--- config.mk ---
export PLATFORM = sky130hd
export DESIGN_NAME = dff_pipe
export DESIGN_NICKNAME = d
export VERILOG_FILES = /design/src/rtl/dff_pipe_pkg.sv /design/src/rtl/dff_pipe_stage.sv /design/src/rtl/dff_pipe.sv
export SDC_FILE = /design/constraint.sdc
export NUM_CORES = 1
export LEC_CHECK = 0
export BUFFER_PORTS_ARGS = -buffer_cell sky130_fd_sc_hd__buf_2
export CORE_MARGIN = 2
export CORE_UTILIZATION = 45
export CTS_BUF_LIST = sky130_fd_sc_hd__clkbuf_16
export CTS_CLUSTER_SIZE = 40
export DETAILED_ROUTE_END_ITERATION = 7
export PLACE_DENSITY = 0.7
export SLEW_MARGIN = 10
export SYNTH_ARGS = -nofsm -noshare
export SYNTH_HDL_FRONTEND = slang
export SYNTH_HIERARCHICAL = 1
export SYNTH_SLANG_ARGS = --single-unit
--- constraint.sdc ---
create_clock -name clk -period 1.85 [get_ports clk]
set_input_delay 0.4625 -clock clk [delete_from_list [all_inputs] [get_ports clk]]
set_output_delay 0.4625 -clock clk [all_outputs]
set_load 0.01 [all_outputs]
--- src/rtl/dff_pipe_pkg.sv ---
// Shared constants and the even-parity helper for the dff_pipe slice.
package dff_pipe_pkg;

    localparam int DFF_PIPE_WIDTH_DEF = 4;
    localparam int DFF_PIPE_DEPTH_DEF = 4;
    localparam int DFF_PIPE_MAX_WIDTH = 64;

    // Callers zero-extend their word; extra zero bits do not change the XOR.
    function automatic logic even_parity(input logic [DFF_PIPE_MAX_WIDTH-1:0] v);
        return ^v;
    endfunction

endpackage

--- src/rtl/dff_pipe_stage.sv ---
// One pipeline stage: data, valid and (with DFF_PIPE_PARITY_EN) a parity bit,
// all advancing on en; flush clears only the valid bit.
module dff_pipe_stage #(
    parameter int              WIDTH     = 4,
    parameter logic [WIDTH-1:0] RESET_VAL = '0
) (
    input  logic             clk,
    input  logic             rst,
    input  logic             en,
    input  logic             flush,
    input  logic [WIDTH-1:0] data_i,
    input  logic             valid_i,
`ifdef DFF_PIPE_PARITY_EN
    input  logic             par_i,
    output logic             par_o,
`endif
    output logic [WIDTH-1:0] data_o,
    output logic             valid_o
);

    logic [WIDTH-1:0] data_q;
    logic             valid_q;

    always_ff @(posedge clk or posedge rst) begin
        if (rst) begin
            data_q <= RESET_VAL;
        end else if (en) begin
            data_q <= data_i;
        end
    end

    always_ff @(posedge clk or posedge rst) begin
        if (rst) begin
            valid_q <= 1'b0;
        end else if (flush) begin
            valid_q <= 1'b0;
        end else if (en) begin
            valid_q <= valid_i;
        end
    end

`ifdef DFF_PIPE_PARITY_EN
    logic par_q;

    always_ff @(posedge clk or posedge rst) begin
        if (rst) begin
            par_q <= 1'b0;
        end else if (en) begin
            par_q <= par_i;
        end
    end

    assign par_o = par_q;
`endif

    assign data_o  = data_q;
    assign valid_o = valid_q;

endmodule

--- src/rtl/dff_pipe.sv ---
// Enable-gated register pipeline with valid tracking and an occupancy counter.
// Optional stored parity with a sticky error flag: define DFF_PIPE_PARITY_EN.
module dff_pipe
    import dff_pipe_pkg::*;
#(
    parameter int               WIDTH     = DFF_PIPE_WIDTH_DEF,
    parameter int               DEPTH     = DFF_PIPE_DEPTH_DEF,
    parameter logic [WIDTH-1:0] RESET_VAL = '0
) (
    input  logic                       clk,
    input  logic                       rst,
    input  logic [WIDTH-1:0]           D,
    input  logic                       in_valid,
    input  logic                       en,
    input  logic                       flush,
    output logic [WIDTH-1:0]           Q,
    output logic                       out_valid,
    output logic [$clog2(DEPTH+1)-1:0] occupancy,
    output logic                       parity_err
);

    localparam int OCC_W = $clog2(DEPTH+1);
    localparam int LAST  = DEPTH - 1;

    logic [WIDTH-1:0] data_w  [DEPTH];
    logic             valid_w [DEPTH];
    logic [WIDTH-1:0] stg_data_in  [DEPTH];
    logic             stg_valid_in [DEPTH];
`ifdef DFF_PIPE_PARITY_EN
    logic             par_w        [DEPTH];
    logic             stg_par_in   [DEPTH];
`endif

    genvar gi;
    generate
        for (gi = 0; gi < DEPTH; gi++) begin : g_stage
            if (gi == 0) begin : g_head
                assign stg_data_in[gi]  = D;
                assign stg_valid_in[gi] = in_valid;
`ifdef DFF_PIPE_PARITY_EN
                assign stg_par_in[gi]   = even_parity(DFF_PIPE_MAX_WIDTH'(D));
`endif
            end else begin : g_body
                assign stg_data_in[gi]  = data_w[gi-1];
                assign stg_valid_in[gi] = valid_w[gi-1];
`ifdef DFF_PIPE_PARITY_EN
                assign stg_par_in[gi]   = par_w[gi-1];
`endif
            end

            dff_pipe_stage #(
                .WIDTH     (WIDTH),
                .RESET_VAL (RESET_VAL)
            ) u_stage (
                .clk     (clk),
                .rst     (rst),
                .en      (en),
                .flush   (flush),
                .data_i  (stg_data_in[gi]),
                .valid_i (stg_valid_in[gi]),
`ifdef DFF_PIPE_PARITY_EN
                .par_i   (stg_par_in[gi]),
                .par_o   (par_w[gi]),
`endif
                .data_o  (data_w[gi]),
                .valid_o (valid_w[gi])
            );
        end
    endgenerate

    // Counter tracks valid bits incrementally: one may enter and one may leave per shift.
    logic [OCC_W-1:0] occ_q;
    logic [OCC_W-1:0] occ_d;

    always_comb begin
        occ_d = occ_q;
        if (flush) begin
            occ_d = '0;
        end else if (en) begin
            occ_d = occ_q + OCC_W'(in_valid) - OCC_W'(valid_w[LAST]);
        end
    end

    always_ff @(posedge clk or posedge rst) begin
        if (rst) begin
            occ_q <= '0;
        end else begin
            occ_q <= occ_d;
        end
    end

`ifdef DFF_PIPE_PARITY_EN
    logic perr_q;
    logic perr_d;

    always_comb begin
        perr_d = perr_q;
        if (flush) begin
            perr_d = 1'b0;
        end else if (valid_w[LAST] &&
                     (even_parity(DFF_PIPE_MAX_WIDTH'(data_w[LAST])) != par_w[LAST])) begin
            perr_d = 1'b1;
        end
    end

    always_ff @(posedge clk or posedge rst) begin
        if (rst) begin
            perr_q <= 1'b0;
        end else begin
            perr_q <= perr_d;
        end
    end

    assign parity_err = perr_q;
`else
    assign parity_err = 1'b0;
`endif

    assign Q         = data_w[LAST];
    assign out_valid = valid_w[LAST];
    assign occupancy = occ_q;

endmodule
Word-level counts from Yosys, hierarchy flattened
Index checks and enable logic that the tools add are counted.
{"block": "op_classes", "addsub": 2, "muxes": 10, "n_reduce_logical": 1}
{"cell": "$mux 1", "n": 8}
{"cell": "$mux 3", "n": 2}
{"cell": "$add 3x1->3", "n": 1}
{"cell": "$sub 3x1->3", "n": 1}
{"cell": "$reduce_bool 2->1", "n": 1}
{"block": "totals", "ff_bits": 23, "in_bits": 9}

Longest topological paths before layout
{"block": "depth", "depth_word": 4, "ltp_mapped": 9, "mapped_depth_nobuf": 9}

Cells and area by module
Netlist, hierarchy kept.
{"mod": "dff_pipe_stage", "n_inst": 4, "cells_per_inst": 12, "area_per_inst_um2": 187.7, "seq_area_each_um2": 125.1}
{"mod": "dff_pipe", "n_inst": 1, "cells_per_inst": 21, "area_per_inst_um2": 203.9, "seq_area_each_um2": 75.1}

Least setup slack after synthesis
OpenSTA, ideal clock, no wires.
{"block": "synth_path", "kind": "reg-to-reg", "start": "register g_stage[3].u_stage.valid_q", "end": "register occ_q[2] (netlist: occupancy[2])", "t_arrival_ps": 1688, "required_time_ps": 1730, "slack_ps": 42, "stages_incl_launch_ff": 9, "n_path_buf": 0, "synth_period_minus_slack_ps": 1808, "path_cell_list": "dfrtp_1 -> ha_1 -> inv_1 -> ha_1 -> inv_1 -> fa_1 -> xor2_1 -> a21oi_1 -> a31o_1"}
{"block": "synth_via", "elab_chain_cells": 3}
{"element": "from (decl)", "line": "dff_pipe_stage.sv:22", "source": "logic valid_q;"}
{"element": "from (signal assigned)", "line": "dff_pipe_stage.sv:38", "source": "valid_q <= valid_i;"}
{"element": "$sub 3x1->3", "line": "dff_pipe.sv:80", "source": "occ_d = occ_q + OCC_W'(in_valid) - OCC_W'(valid_w[LAST]);"}
{"element": "$mux 3", "line": "dff_pipe.sv:79", "source": "end else if (en) begin"}
{"element": "$mux 3", "line": "dff_pipe.sv:77", "source": "if (flush) begin"}
{"element": "to (signal assigned)", "line": "dff_pipe.sv:86", "source": "occ_q <= '0;"}
{"element": "to (signal assigned)", "line": "dff_pipe.sv:88", "source": "occ_q <= occ_d;"}
{"element": "to (decl)", "line": "dff_pipe.sv:72", "source": "logic [OCC_W-1:0] occ_q;"}
Every way passes these cells. The select of a mux whose other input is x is not followed.
A chain may end at the register's enable or synchronous reset.

Final worst setup path
Same ends and word-level chain as after synthesis.

==> summary.md <==
| Metric | Value |
|---|---|
| Result of the run | completed |
| Cells along the critical path | ha_4, inv_2, ha_4, inv_2, fa_2, xor2_2, a21oi_1, a31o_1 |
| Horizontal die dimension | 50.1 um |
| # port buffers | 16 |
| Met1 usage | 17.8% |
| Count of unique library cells instantiated by Yosys | 14 |
| Post-detailed-route via-to-cell ratio | 4.70 |
| Routed wire length per instance | 12.0 um |
| Largest stage delay on the critical path | 0.41 ns |
| Synthesized Nets | 81 |
| Highest clock frequency the design can meet | 569 MHz |
| Max Clock Skew | 0.000852 ns |
| Total Wirelength | 1400 um |
| Arrival time reported for the critical path endpoint | 1.90 ns |
| Syn Area/Cell | 13.8 um^2 |
| Residual DRC | 0 |
| Number of top-level design ports | 18 |
| Total Power Consumption | 1.24 mW |
| Global-route wire length before repair | 2420 um |
| Total number of vias | 550 |
| Slew Viols, Final | 0 |
| Global route hottest layer | met2 |
| Worst hold slack after final layout | 0.121 ns |
| Aggregate global routing overflow | 0 |
| Die outline area | 0.00251 mm^2 |
| Placer's final routability congestion estimate | 0.771 |
| CTS buffer count | 3 |
| Max Root-Sink Buffers | 2 |
| CTS tree | done |
| Cell total after placement | 113 |
| Clock Root Buffer | clkbuf_16 |
| Global routing met3 resource utilization | 2.73% |
| Final core area utilization | 60.1% |
| Number of H-tree branching levels | 1 |
| Portion of the post-synthesis area used by sequential elements | 60.3% |
| Initial drt markers | 2 |
| Period utilisation layout | 95.0% |
| Non-filler instance count after layout | 117 |
| Startpoint-to-endpoint class of the critical path | flip-flop to flip-flop |
| Synth-to-layout area growth | 24.8% |
| Starting Density | 48.2% |
| HPWL Detailed | 1040 um |
| Initial antenna violation count | 0 |
| Final setup violating endpoints | 0 |
| CP Launch Type | flip-flop |
| Req. time, crit path | 1.99 ns |
| Shortest period the worst path allows | 1.76 ns |
| Count of final hold-check violations | 0 |
| Maximum vdd drop | 0.646 mV |
| Flip-flop and latch count after synthesis | 23 |
| Type of the tightest min-delay check | primary input to async pin |
| Clock slew at reported path FFs | 0.06 ns |
| Via count of the first global-routing pass | 515 |
| Worst slew margin | 63.1% |
| Combined area of all synthesized cells | 955 um^2 |
| Core Footprint | 0.00198 mm^2 |
| Remaining number of nets flagged by the antenna check after routing | 0 |
| TritonCTS sink count | 23 |
| Met2 GRT Util | 19.1% |
| Number of warnings printed during yosys synthesis | 6 |
| Diodes inserted | 0 |
| Max-cap violations | 0 |
| Global routing usage summed across all routing layers | 13.3% |
| Maximum number of pins on one net before global-route repair | 26 |
| Slowest cell on the critical path | dfrtp_1 |
| Pwr Density | 1040 mW/mm^2 |
| Family of cells with the greatest summed delay on the critical path | adder cells |
| Sum of buffers and inverters on the critical path | 2 |
| Static leakage | 0.584 nW |
| Post-route worst setup slack | 0.0917 ns |
| Share of final-layout standard cells stronger than drive strength 1 | 50.0% |
| Worst-skew pair later-pin latency | 0.25 ns |
| Sort of element at the end of the critical path | flip-flop |
| Worst slack after detailed placement | 0.0123 ns |
| Transition time of the tightest slew-check pin | 0.553 ns |
| Syn Inst Count | 69 |
| Vertical extent of the die | 50.1 um |
| Critical path peak fanout | 2 |
| Final net count | 103 |
| Placement Rows | 16 |
| Number of iterations in the first detailed-routing pass | 4 |
==> cells by family after synthesis <==
logic type | count (synthesis) | share of synthesized area (%)
mux | 21 | 24.1
fa+ha+maj | 3 | 4.72
flops | 23 | 60.3
xor+xnor | 1 | 0.918
buf+inv | 9 | 3.93
compound gates | 3 | 2.23
other cells | 1 | 0.393
simple gates | 8 | 3.41
==> cells in the mapped netlist (all sizes together) <==
cell type / number / area [um^2]
a211oi: 1 / 7.51
a21oi: 1 / 5.00
a31o: 1 / 8.76
buf: 1 / 7.51
conb: 1 / 3.75
dfrtp: 23 / 576
fa: 1 / 20.0
ha: 2 / 25.0
inv: 8 / 30.0
mux2: 16 / 180
mux2i: 5 / 50.1
nand2b: 1 / 6.26
nor2: 7 / 26.3
xor2: 1 / 8.76
==> worst reg2reg max path, cell delays in order (launching register included) <==
cell and delay [ns]:
dfrtp_1 0.41, ha_4 0.24, inv_2 0.06, ha_4 0.11, inv_2 0.03, fa_2 0.36, xor2_2 0.16, a21oi_1 0.08
a31o_1 0.20
==> registers in the layout, indices dropped and copies added, names as in the netlist <==
name	cells
g_stage.u_stage/data_o	16
g_stage.u_stage/valid_o	4
occupancy	3
==> per-layer routing <==
metal	part of all wire, %	routed length, um	vias up
met5	0	0	-
met4	2.9	40	0
met3	3.4	48	5
met2	47	664	13
met1	46	650	260
li1	-	-	272
==> cells in the final DEF, fill, tap and decap left out <==
cell type,Yosys,layout
dfrtp_1,23,23
mux2_2,16,16
buf_2,0,16
nor2_1,7,7
mux2i_1,5,5
inv_1,8,5
inv_2,0,3
clkbuf_16,0,3
ha_4,0,2
buf_4,1,2
a211oi_1,1,1
xor2_2,0,1
nand2b_1,1,1
a21oi_1,1,1
a31o_1,1,1
fa_2,0,1
conb_1,1,1
clkinv_2,0,1
==> timing repair <==
item,4_1_cts,5_1_grt
pin swaps,0,2
gates resized for setup,1,7
hold buffers,0,0
setup endpoints to repair,1,1
setup buffers,0,0
==> report_power, final <==
part | internal, mW | leakage [nW] | switching (mW) | total, mW
Clock | 0.290 | 0.0409 | 0.166 | 0.457
Combinational | 0.0950 | 0.261 | 0.0782 | 0.173
Sequential | 0.572 | 0.283 | 0.0343 | 0.606
Total | 0.957 | 0.584 | 0.279 | 1.24
==> metrics by stage <==
stage          setup TNS (ns)  area, um^2
2_1_floorplan               0         955
3_3_place_gp                0        1080
3_5_place_dp                0        1080
4_1_cts                     0        1160
5_1_grt             -0.000466        1190
6_report                    0        1190
==> final timing paths <==
path	startpoint	to	slack, ns	cells after the start
worst max-delay path	g_stage[3].u_stage/valid_o	occupancy[2]	0.09	8
worst min-delay path	rst	occupancy[0]	0.12	2
worst max register to register	g_stage[3].u_stage/valid_o	occupancy[2]	0.09	8
worst min register to register	g_stage[3].u_stage/data_o[0]	g_stage[3].u_stage/data_o[0]	0.50	1
max in group asynchronous	rst	g_stage[0].u_stage/data_o[0]	1.53	2
min in group clk	D[0]	g_stage[0].u_stage/data_o[0]	0.44	2
==> layout make-up <==
class	instances	area [um^2]
Sequential cell	23	576
Tap cell	27	33.8
Fill cell	171	791
Timing Repair Buffer	18	95.1
Clock inverter	1	5.00
Inverter	8	30.0
Clock buffer	3	75.1
Multi-Input combinational cell	37	377
No activity file was read; power rests on OpenSTA's default activity.
